[src/rtl/pulse_envelope_detector_pkg.sv]
// pulse_envelope_detector_pkg: shared detector state type and saturating magnitude helper
package pulse_envelope_detector_pkg;
  typedef enum logic {QUIET, ACTIVE} state_t;
  function automatic logic [31:0] sat_abs(input logic signed [31:0] x, input int dw);
    logic signed [31:0] lim;
    lim = (1 <<< (dw - 1)) - 1;
    return x < 0 ? (x < -lim ? lim : -x) : x;
  endfunction
endpackage

[src/rtl/moving_sum.sv]
// moving_sum: running sum of the last 2**WIN_LOG2 magnitudes
module moving_sum #(
  parameter int DW = 16,
  parameter int WIN_LOG2 = 4
) (
  input  logic                     clk,
  input  logic                     rst_n,
  input  logic [DW-2:0]            mag_i,
  input  logic                     valid_i,
  output logic [DW-2+WIN_LOG2:0]   sum_o,
  output logic                     valid_o
);
  localparam int WIN = 1 << WIN_LOG2;
  localparam int SW = DW - 1 + WIN_LOG2;
  logic [DW-2:0] window [WIN];
  // shift the new magnitude in and swap it for the oldest in the sum
  always_ff @(posedge clk or negedge rst_n)
    if (!rst_n) begin
      for (int i = 0; i < WIN; i++) window[i] <= '0;
      sum_o <= '0;
      valid_o <= 1'b0;
    end else begin
      valid_o <= valid_i;
      if (valid_i) begin
        window[0] <= mag_i;
        for (int i = 1; i < WIN; i++) window[i] <= window[i-1];
        sum_o <= sum_o + SW'(mag_i) - SW'(window[WIN-1]);
      end
    end
endmodule

[src/rtl/pulse_envelope_detector.sv]
// pulse_envelope_detector: moving-average envelope with hysteresis pulse detection and timing
module pulse_envelope_detector
  import pulse_envelope_detector_pkg::*;
#(
  parameter int DW = 16,
  parameter int WIN_LOG2 = 4,
  parameter int CNT_W = 24
) (
  input  logic                 clk,
  input  logic                 rst_n,
  input  logic signed [DW-1:0] data_i,
  input  logic                 valid_i,
  input  logic [DW-2:0]        thr_on_i,
  input  logic [DW-2:0]        thr_off_i,
  output logic [DW-2:0]        env_o,
  output logic                 env_valid_o,
  output logic                 det_o,
  output logic                 start_o,
  output logic                 end_o,
  output logic [CNT_W-1:0]     width_o,
  output logic [CNT_W-1:0]     period_o
);
  localparam logic [CNT_W-1:0] CMAX = '1;
  logic [DW-2:0] mag;
  logic mag_valid;
  logic [DW-2+WIN_LOG2:0] sum;
  state_t state, state_n;
  logic start_n, end_n, first;
  logic [CNT_W-1:0] wcnt, icnt;
  // stage 1: saturating magnitude of each accepted sample
  always_ff @(posedge clk or negedge rst_n)
    if (!rst_n) begin
      mag <= '0;
      mag_valid <= 1'b0;
    end else begin
      mag_valid <= valid_i;
      if (valid_i) mag <= (DW-1)'(sat_abs(32'(data_i), DW));
    end
  moving_sum #(.DW(DW), .WIN_LOG2(WIN_LOG2)) u_sum (
    .clk(clk), .rst_n(rst_n), .mag_i(mag), .valid_i(mag_valid),
    .sum_o(sum), .valid_o(env_valid_o)
  );
  assign env_o = (DW-1)'(sum >> WIN_LOG2);
  assign det_o = state == ACTIVE;
  // hysteresis decision, one transition at most per envelope update
  always_comb begin
    state_n = state;
    start_n = 1'b0;
    end_n = 1'b0;
    if (env_valid_o && state == QUIET && env_o >= thr_on_i) begin
      state_n = ACTIVE;
      start_n = 1'b1;
    end else if (env_valid_o && state == ACTIVE && env_o < thr_off_i) begin
      state_n = QUIET;
      end_n = 1'b1;
    end
  end
  // state and registered start/end strobes
  always_ff @(posedge clk or negedge rst_n)
    if (!rst_n) begin
      state <= QUIET;
      start_o <= 1'b0;
      end_o <= 1'b0;
    end else begin
      state <= state_n;
      start_o <= start_n;
      end_o <= end_n;
    end
  // saturating width and start-to-start counters, latched on strobes
  always_ff @(posedge clk or negedge rst_n)
    if (!rst_n) begin
      wcnt <= '0;
      icnt <= '0;
      first <= 1'b1;
      width_o <= '0;
      period_o <= '0;
    end else if (env_valid_o) begin
      icnt <= start_n ? CNT_W'(1) : (icnt == CMAX ? icnt : icnt + CNT_W'(1));
      if (start_n) begin
        period_o <= first ? '0 : icnt;
        first <= 1'b0;
        wcnt <= CNT_W'(1);
      end else if (state == ACTIVE && !end_n) wcnt <= wcnt == CMAX ? wcnt : wcnt + CNT_W'(1);
      if (end_n) width_o <= wcnt;
    end
endmodule

[config.mk]
export PLATFORM = sky130hd
export DESIGN_NAME = pulse_envelope_detector
export DESIGN_NICKNAME = d
export VERILOG_FILES = /design/src/rtl/pulse_envelope_detector_pkg.sv /design/src/rtl/moving_sum.sv /design/src/rtl/pulse_envelope_detector.sv
export SDC_FILE = /design/constraint.sdc
export NUM_CORES = 1
export LEC_CHECK = 0
export ABC_AREA = 1
export CELL_PAD_IN_SITES_DETAIL_PLACEMENT = 0
export CELL_PAD_IN_SITES_GLOBAL_PLACEMENT = 1
export CORE_AREA = 5 5 200 202
export DETAILED_ROUTE_END_ITERATION = 8
export DIE_AREA = 0 0 205 207
export GPL_TIMING_DRIVEN = 0
export PLACE_DENSITY = 0.93
export SYNTH_ARGS = -nofsm -noshare
export SYNTH_HDL_FRONTEND = slang
export SYNTH_SLANG_ARGS = --single-unit
[constraint.sdc]
create_clock -name clk -period 5.6 [get_ports clk]
set_input_delay 1.12 -clock clk [delete_from_list [all_inputs] [get_ports clk]]
set_output_delay 1.12 -clock clk [all_outputs]
set_load 0.05 [all_outputs]
==> flow_metrics.py, run 1 <==
metrics = {
    "status": {
        "status": "finished, final reports clean",
    },
    "pwr": {
        "power.density_mw_per_mm2": 437,
        "power_mw": 9.44,
        "peakVddDrop_mv": 0.237,
        "seqPwrFrac_pct": 36.8,
        "p_switching_mw": 3.51,
        "leakage_nw": 10.7,
        "p_int_mw": 5.93,
        "comb_power_share_pct": 35.1,
        "clockPowerShare_pct": 28.1,
        "swShare_pct": 37.2,
    },
    "setup_path": {
        "worstSetupEndpointType": "primary output",
        "required_ns": 4.48,
        "critPathBufInv": 1,
        "crit_path_max_fanout": 8,
        "max_stage_delay_ns": 0.95,
        "start_kind": "flop",
        "path_cells": "clkdlybuf4s50_1",
        "arrival_ns": 2.10,
        "critical_path_class": "flop to primary output",
        "critPathTopFamily": "buffers and inverters",
        "critPathSlowestCell": "clkdlybuf4s50_1",
    },
    "layout": {
        "drive_gt1_share_pct": 7.02,
        "fin_nets": 2495,
        "design_area_mm2": 0.0216,
        "areaGrowthSynthToFinish_pct": 17.6,
    },
    "clocking": {
        "cts_tree": "yes",
        "numCtsBuffers": 40,
        "ctsHtreeMaxLevel": 2,
        "clock_sinks": 376,
        "cts_setup_buffers": 0,
        "root_buffer": "clkbuf_16",
        "ctsLongestPathBuffers": 3,
        "cts_resized": 0,
        "holdBufCountCts": 0,
        "clock_latency_ns": 0.55,
        "clk_pin_slew_worst_paths_ns": 0.06,
    },
    "timing": {
        "hold_viol_final": 0,
        "min_period_ns": 3.22,
        "max_clock_freq_ghz": 0.311,
        "relSlewSlack_pct": 55.8,
        "worstMarginPinSlew_ns": 0.663,
        "rsz0062_at_grt": "false",
        "worst_slack_ns": 2.38,
        "setup-tns-final_ns": 0,
        "final-setup-viol-count": 0,
        "finalCritPeriodShare_pct": 57.5,
        "maxSlewViolCount": 0,
        "skew_ns": 0.0136,
    },
    "synth": {
        "synth-simple-area-share_pct": 22.1,
        "synth_compound_area_share_pct": 9.55,
        "synth.net_count": 2335,
        "syn_avg_cell_area_um2": 8.28,
        "synth_top_cells_by_area": "dfrtp_1 51%, nand2_1 13%, o21ai_0 7.8%, inv_1 6.8%, ha_1 3.5%",
        "synthCells": 2220,
        "synth_async_sr_flop_share_pct": 100,
        "ys_warn_count": 0,
        "synthXorXnorAreaFrac_pct": 2.05,
        "synth_mux_area_share_pct": 0,
        "yosysTopAreaCell": "dfrtp_1",
        "ys_types": 44,
        "synth_top_area_share_pct": 51.0,
        "synth_edf_count": 0,
        "ys_seq_area_share_pct": 51.2,
        "synth_top_family_by_area": "simple AND/OR/NAND/NOR gates",
        "synth_ff_type": "dfrtp_1",
        "ys_ff_latch": 376,
        "synth_area_mm2": 0.0184,
        "synthAdderAreaFrac_pct": 5.10,
    },
    "global_routing": {
        "grt_pass1_wl_um": 73100,
        "grt_max_degree": 119,
        "grt_pass1_vias": 14900,
        "grt_usage_pct": 20.7,
        "grt_overflow": 0,
        "antenna_found_initial": 0,
    },
    "floorplanning": {
        "num_io_pins": 116,
        "coreArea_mm2": 0.0381,
        "rows": 72,
        "die-area_mm2": 0.0424,
        "initial_utilization_pct": 48.3,
        "die_height_um": 207,
        "die_w_um": 205,
    },
    "routing": {
        "first_pass_iters": 5,
        "viasPerCell": 5.05,
        "wire_per_inst_um": 14.9,
        "drc": 0,
        "routed_wl_um": 43800,
        "vias": 14800,
        "drtIter0Drc": 915,
        "final_antenna_net_count": 0,
    },
    "hold_path": {
        "hp-class": "flop to flop",
    },
    "placement": {
        "hpwl_um": 32600,
        "dpl_worst_slack_ns": 2.00,
        "port_buffers": 115,
        "placed_area_mm2": 0.0203,
        "gp_congestion": 0.936,
    },
    "flow_run": {
        "cap_violations": 0,
    },
}
[final timing paths]
check / depth (start not counted) / slack (ns) / end / startpoint
max: 1 / 2.38 / env_valid_o / u_sum.valid_o$_DFF_PN0_
min: 2 / 0.47 / u_sum.window[185]$_DFFE_PN0P_ / u_sum.window[185]$_DFFE_PN0P_
max reg2reg: 11 / 2.84 / u_sum.sum_o[8]$_DFFE_PN0P_ / mag[1]$_DFFE_PN0P_
min reg2reg: 2 / 0.47 / u_sum.window[185]$_DFFE_PN0P_ / u_sum.window[185]$_DFFE_PN0P_
max in group asynchronous: 3 / 3.64 / u_sum.window[167]$_DFFE_PN0P_ / rst_n
min in group asynchronous: 1 / 0.55 / width_o[13]$_DFFE_PN0P_ / rst_n
[power groups by stage]
stage	Combinational, mW	Sequential [mW]	Clock [mW]
after CTS	3.32	3.47	2.71
after floorplan	2.32	3.51	0
after detailed placement	3.30	3.51	0
final	3.31	3.47	2.66
after global routing	3.75	3.51	2.83
after global placement	3.22	3.51	0
[synth_stat cells, types with 17 or more instances]
master    number
nand3_1      127
ha_1          51
buf_4         18
buf_2         20
nand3_2       26
a21oi_1       26
xor2_1        35
inv_1        331
nor2_1        97
dfrtp_1      375
nand4_1       17
nand2_1      644
clkbuf_1      55
o21ai_0      287
[metrics by stage]
step | cells | hold WS [ns] | utilization (%)
finish | 2928 | 0.475 | 56.7
global route | 2927 | 0.496 | 56.7
CTS | 2927 | 0.477 | 56.7
detailed placement | 2856 | 0.464 | 53.2
global placement | 2853 | 0.461 | 53.0
floorplan | 2220 | 0.387 | -
[logic make-up after synthesis]
kind of cell,Yosys count
AOI/OAI and AO/OA,339
xor gates and xnor gates,43
adders and majority gates,66
buffers and inverters,444
DFF,376
and+or+nand+nor,952
[cells in the final DEF, fill, tap and decap left out, drive strengths merged]
cell type	count
nand2	652
dfrtp	375
inv	336
o21ai	292
nand3	153
clkbuf	115
clkdlybuf4s50	114
nor2	105
buf	56
ha	51
xor2	35
a21oi	28
nand4	17
nor3	16
fa	15
xnor2	8
clkinv	8
or2	5
a22oi	4
o21bai	3
a21o	3
nand3b	3
o22ai	3
o2111ai	2
o31ai	2
a31oi	2
bufinv	2
clkinvlp	2
diode	1
and2	1
dfstp	1
[state kept, by name, summed over array words and instances, names as in the netlist]
signal / count
det_o: 1
first: 1
width_o: 24
period_o: 24
mag: 15
u_sum.window: 240
mag_valid: 1
u_sum.sum_o: 19
u_sum.valid_o: 1
end_o: 1
icnt: 24
start_o: 1
wcnt: 24
[layer usage]
metal | global-route usage, % | share of wire (%)
met3 | 2.86 | 4.3
met4 | 5.75 | 2.3
met2 | 35.6 | 50
met1 | 27.6 | 44
met5 | 0 | 0
[cell type report]
type	count	area, µm²
antenna	1	2.50
buffer	107	572
clock buffer	60	1220
clock inverter	11	121
fill	3406	16500
inverter	337	1270
multi-input combinational	1400	7140
sequential	376	9410
tap	518	648
timing repair buffer	118	1240
Power figures use the tool's default switching activity.
==> inputs of run 2 (changes only) <==
--- a/config.mk
+++ b/config.mk
@@ -8,11 +8,11 @@
 export ABC_AREA = 1
 export CELL_PAD_IN_SITES_DETAIL_PLACEMENT = 0
 export CELL_PAD_IN_SITES_GLOBAL_PLACEMENT = 1
-export CORE_AREA = 5 5 200 202
+export CORE_AREA = 5 5 209 211
 export DETAILED_ROUTE_END_ITERATION = 8
-export DIE_AREA = 0 0 205 207
+export DIE_AREA = 0 0 214 216
 export GPL_TIMING_DRIVEN = 0
-export PLACE_DENSITY = 0.93
+export PLACE_DENSITY = 0.87
 export SYNTH_ARGS = -nofsm -noshare
 export SYNTH_HDL_FRONTEND = slang
 export SYNTH_SLANG_ARGS = --single-unit
==> constraint.sdc (replaced) <==
create_clock -name clk -period 3.05 [get_ports clk]
set_input_delay 0.61 -clock clk [delete_from_list [all_inputs] [get_ports clk]]
set_output_delay 0.61 -clock clk [all_outputs]
set_load 0.05 [all_outputs]
==> flow_metrics.py, run 2 (synthesis results as in run 1) <==
metrics = {
    "timing": {
        "min_period_ns": 2.76,
        "max_clock_freq_ghz": 0.363,
        "final-setup-viol-count": 0,
        "whs_ns": 0.0594,
        "worstMarginPinSlew_ns": 0.786,
        "hold_viol_final": 0,
        "maxSlewViolCount": 0,
        "skew_ns": 0.0138,
        "relSlewSlack_pct": 47.6,
        "rsz0062_at_grt": "false",
        "finalCritPeriodShare_pct": 90.4,
    },
    "clocking": {
        "clock_sinks": 376,
        "cts_resized": 0,
        "clock_latency_ns": 0.56,
        "cts_setup_buffers": 0,
        "holdBufCountCts": 0,
        "numCtsBuffers": 42,
        "ctsHtreeMaxLevel": 2,
        "root_buffer": "clkbuf_16",
        "ctsLongestPathBuffers": 3,
        "clk_pin_slew_worst_paths_ns": 0.05,
        "cts_tree": "yes",
    },
    "global_routing": {
        "grt_pass1_wl_um": 76600,
        "grt_pass1_vias": 15100,
        "antenna_found_initial": 1,
        "grt_max_degree": 109,
        "grt_usage_pct": 19.7,
        "grt_overflow": 0,
    },
    "layout": {
        "top_register": "u_sum.window",
        "antenna_cells": 0,
        "areaGrowthSynthToFinish_pct": 18.5,
        "instances_no_fill": 2955,
        "fin_nets": 2497,
        "largest_reg_flops": 240,
        "fill_cells": 3886,
        "multiInputGateArea_mm2": 0.00714,
        "register_area_mm2": 0.00941,
        "drive_gt1_share_pct": 7.20,
        "final_cell_mix": "644 x nand2_1, 375 x dfrtp_1, 331 x inv_1, 287 x o21ai_0, 127 x nand3_1",
        "layout_commonest_cell": "nand2_1",
        "design_area_mm2": 0.0218,
    },
    "setup_path": {
        "critPathTopFamily": "adder cells",
        "arrival_ns": 3.17,
        "crit_path_max_fanout": 5,
        "critPathSlowestCell": "fa_1",
        "critPathBufInv": 2,
        "worstSetupEndpointType": "flop",
        "max_stage_delay_ns": 0.54,
        "critical_path_class": "flop to flop",
        "required_ns": 3.46,
        "path_cells": "inv_1 -> fa_1 -> inv_1 -> ha_1 -> a21oi_1 -> nor2_1 -> nor2_1 -> o21ai_0 -> or2_2 -> nand3_1 -> o21ai_0",
        "start_kind": "flop",
    },
    "pwr": {
        "leakage_nw": 10.7,
        "peakVddDrop_mv": 0.428,
        "power.density_mw_per_mm2": 822,
    },
    "floorplanning": {
        "die_w_um": 214,
        "num_io_pins": 116,
        "rows": 75,
        "coreArea_mm2": 0.0416,
        "die-area_mm2": 0.0462,
        "initial_utilization_pct": 44.2,
        "die_height_um": 216,
    },
    "routing": {
        "final_antenna_net_count": 0,
        "first_pass_iters": 5,
        "viasPerCell": 4.96,
        "drc": 0,
        "wire_per_inst_um": 15.3,
        "drtIter0Drc": 933,
        "routed_wl_um": 45200,
        "vias": 14700,
    },
    "placement": {
        "post-place-cells": 2877,
        "port_buffers": 115,
        "gp_congestion": 0.908,
        "placed_area_mm2": 0.0203,
        "hpwl_um": 33400,
    },
    "hold_path": {
        "hp-class": "input port to asynchronous set/reset pin",
    },
    "flow_run": {
        "cap_violations": 0,
    },
    "status": {
        "status": "finished, final reports clean",
    },
}
[run 2: area by class of cell]
class	count	share of cell area [%]
Timing Repair Buffer	118	5.68
Clock inverter	14	1.04
Inverter	337	5.82
Tap cell	539	3.09
Clock buffer	64	5.80
Sequential cell	376	43.2
Multi-Input combinational cell	1400	32.8
Buffer	107	2.62
[run 2: per-stage QoR]
stage                     TNS (ns)  total power [mW]  util, %  worst slack (ns)
final                            0              17.9     52.4             0.291
after global placement    -5536.63              12.4     48.6            -14.78
after floorplan                  0              10.7        -             0.685
after CTS                        0              18.0     52.4             0.281
after detailed placement     -6.07              12.6     48.8            -0.126
after global routing             0              19.2     52.4            0.0301
[run 2: worst paths after layout]
kind / slack [ns] / start / cells past startpoint / endpoint
max: 0.29 / u_sum.sum_o[5]$_DFFE_PN0P_ / 11 / u_sum.sum_o[8]$_DFFE_PN0P_
min: 0.06 / rst_n / 1 / width_o[9]$_DFFE_PN0P_
max reg2reg: 0.29 / u_sum.sum_o[5]$_DFFE_PN0P_ / 11 / u_sum.sum_o[8]$_DFFE_PN0P_
min reg2reg: 0.47 / u_sum.window[180]$_DFFE_PN0P_ / 2 / u_sum.window[180]$_DFFE_PN0P_
max in group asynchronous: 1.22 / rst_n / 4 / u_sum.window[123]$_DFFE_PN0P_
min in group clk: 0.47 / u_sum.window[180]$_DFFE_PN0P_ / 2 / u_sum.window[180]$_DFFE_PN0P_
[run 2: layer usage]
| layer | GRT usage [%] | share of wire [%] | vias to the layer above |
|---|---|---|---|
| met1 | 26.3 | 44 | 7027 |
| met4 | 5.60 | 2.3 | 0 |
| li1 | - | - | 7267 |
| met3 | 2.87 | 4.3 | 71 |
| met5 | 0 | 0 | - |
| met2 | 34.0 | 49 | 290 |
[run 2: power breakdown]
part	total [mW]	internal (mW)	switching (mW)
Sequential	6.38	5.78	0.601
Clock	5.38	3.30	2.08
Combinational	6.15	2.18	3.97
==> inputs of run 3 (changes only) <==
--- a/config.mk
+++ b/config.mk
@@ -8,11 +8,11 @@
 export ABC_AREA = 1
 export CELL_PAD_IN_SITES_DETAIL_PLACEMENT = 0
 export CELL_PAD_IN_SITES_GLOBAL_PLACEMENT = 1
-export CORE_AREA = 5 5 209 211
+export CORE_AREA = 5 5 200 202
 export DETAILED_ROUTE_END_ITERATION = 8
-export DIE_AREA = 0 0 214 216
+export DIE_AREA = 0 0 205 207
 export GPL_TIMING_DRIVEN = 0
-export PLACE_DENSITY = 0.87
+export PLACE_DENSITY = 0.91
 export SYNTH_ARGS = -nofsm -noshare
 export SYNTH_HDL_FRONTEND = slang
 export SYNTH_SLANG_ARGS = --single-unit
==> constraint.sdc (replaced) <==
create_clock -name clk -period 3.5 [get_ports clk]
set_input_delay 0.7 -clock clk [delete_from_list [all_inputs] [get_ports clk]]
set_output_delay 0.7 -clock clk [all_outputs]
set_load 0.05 [all_outputs]
==> flow_metrics.py, run 3 (synthesis results as in run 1) <==
metrics = {
    "setup_path": {
        "critPathSlowestCell": "clkdlybuf4s50_1",
        "crit_path_max_fanout": 8,
        "critical_path_class": "flop to primary output",
        "required_ns": 2.80,
        "critPathTopFamily": "buffers and inverters",
        "start_kind": "flop",
        "critPathBufInv": 1,
        "max_stage_delay_ns": 0.95,
        "arrival_ns": 2.15,
        "path_cells": "clkdlybuf4s50_1",
        "worstSetupEndpointType": "primary output",
        "reg2reg_slack_ns": 0.77,
    },
    "clocking": {
        "ctsHtreeMaxLevel": 2,
        "clock_latency_ns": 0.57,
        "cts_tree": "yes",
        "clk_pin_slew_worst_paths_ns": 0.06,
        "ctsLongestPathBuffers": 3,
        "holdBufCountCts": 0,
        "cts_setup_buffers": 0,
        "clock_sinks": 376,
        "cts_resized": 0,
        "numCtsBuffers": 41,
        "root_buffer": "clkbuf_16",
    },
    "floorplanning": {
        "die-area_mm2": 0.0424,
        "num_io_pins": 116,
        "initial_utilization_pct": 48.3,
        "rows": 72,
        "die_w_um": 205,
        "coreArea_mm2": 0.0381,
        "die_height_um": 207,
    },
    "pwr": {
        "clockPowerShare_pct": 29.3,
        "swShare_pct": 37.0,
        "leakage_nw": 10.7,
        "p_switching_mw": 5.68,
        "power.density_mw_per_mm2": 709,
        "seqPwrFrac_pct": 36.1,
        "peakVddDrop_mv": 0.445,
        "p_int_mw": 9.68,
        "comb_power_share_pct": 34.6,
    },
    "routing": {
        "first_pass_iters": 5,
        "drc": 0,
        "final_antenna_net_count": 0,
        "routed_wl_um": 44400,
        "viasPerCell": 5.03,
        "vias": 14700,
        "drtIter0Drc": 990,
        "wire_per_inst_um": 15.2,
    },
    "layout": {
        "antenna_cells": 0,
        "areaGrowthSynthToFinish_pct": 17.9,
        "largest_reg_flops": 240,
        "layout_commonest_cell": "nand2_1",
        "fin_nets": 2496,
        "final_cell_mix": "644 x nand2_1, 375 x dfrtp_1, 331 x inv_1, 287 x o21ai_0, 127 x nand3_1",
        "top_register": "u_sum.window",
        "drive_gt1_share_pct": 6.93,
    },
    "timing": {
        "worstMarginPinSlew_ns": 0.630,
        "maxSlewViolCount": 0,
        "relSlewSlack_pct": 58.0,
        "whs_ns": 0.115,
        "max_clock_freq_ghz": 0.351,
        "hold_viol_final": 0,
        "finalCritPeriodShare_pct": 81.3,
        "skew_ns": 0.0152,
        "final-setup-viol-count": 0,
        "min_period_ns": 2.85,
        "setup-tns-final_ns": 0,
        "rsz0062_at_grt": "false",
    },
    "global_routing": {
        "antenna_found_initial": 0,
        "grt_max_degree": 111,
        "grt_pass1_vias": 15100,
        "grt_pass1_wl_um": 74600,
        "grt_usage_pct": 21.2,
        "grt_overflow": 0,
    },
    "placement": {
        "hpwl_um": 32900,
        "port_buffers": 115,
        "gp_congestion": 0.918,
    },
    "hold_path": {
        "hp-class": "input port to asynchronous set/reset pin",
    },
    "status": {
        "status": "finished, final reports clean",
    },
    "flow_run": {
        "cap_violations": 0,
    },
}
## run 3: through the flow
stage	area, µm²	instances	utilization [%]	worst slack (ns)	power, mW
floorplan	18400	2220	-	1.14	9.33
global placement	20200	2853	53.0	-14.35	10.8
finish	21700	2928	56.9	0.653	15.4
global route	21700	2928	56.9	0.616	16.4
CTS	21700	2928	56.9	0.649	15.5
detailed placement	20300	2856	53.2	0.261	10.9
## run 3: power groups by stage
stage / Clock [mW] / Sequential (mW) / Combinational [mW]
4_1_cts: 4.59 / 5.55 / 5.34
5_1_grt: 4.78 / 5.63 / 6.00
2_1_floorplan: 0 / 5.62 / 3.71
3_3_place_gp: 0 / 5.62 / 5.16
6_report: 4.50 / 5.55 / 5.31
3_5_place_dp: 0 / 5.62 / 5.30
## run 3: cell type report
| type | count | area (µm²) |
|---|---|---|
| Buffer | 107 | 572 |
| Sequential cell | 376 | 9410 |
| Inverter | 337 | 1270 |
| Clock inverter | 14 | 249 |
| Timing Repair Buffer | 118 | 1240 |
| Clock buffer | 58 | 1150 |
| Fill cell | 3500 | 16400 |
| Tap cell | 518 | 648 |
| Multi-Input combinational cell | 1400 | 7140 |
## run 3: metal layers
metal	vias up	GRT usage (%)	wire (µm)
met5	-	0	0
met4	0	6.95	1190
met3	75	2.86	1670
met2	274	35.7	21700
met1	7110	28.4	19900
li1	7256	-	-
## run 3: final timing paths
path                                          startpoint                             to  cells after the start
min reg2reg                u_sum.window[183]$_DFFE_PN0P_  u_sum.window[183]$_DFFE_PN0P_                      2
min                                                rst_n        width_o[15]$_DFFE_PN0P_                      1
max in group asynchronous                          rst_n  u_sum.window[170]$_DFFE_PN0P_                      4
min in group clk           u_sum.window[183]$_DFFE_PN0P_  u_sum.window[183]$_DFFE_PN0P_                      2
max reg2reg                   u_sum.sum_o[4]$_DFFE_PN0P_    u_sum.sum_o[12]$_DFFE_PN0P_                     13
max                              u_sum.valid_o$_DFF_PN0_                    env_valid_o                      1
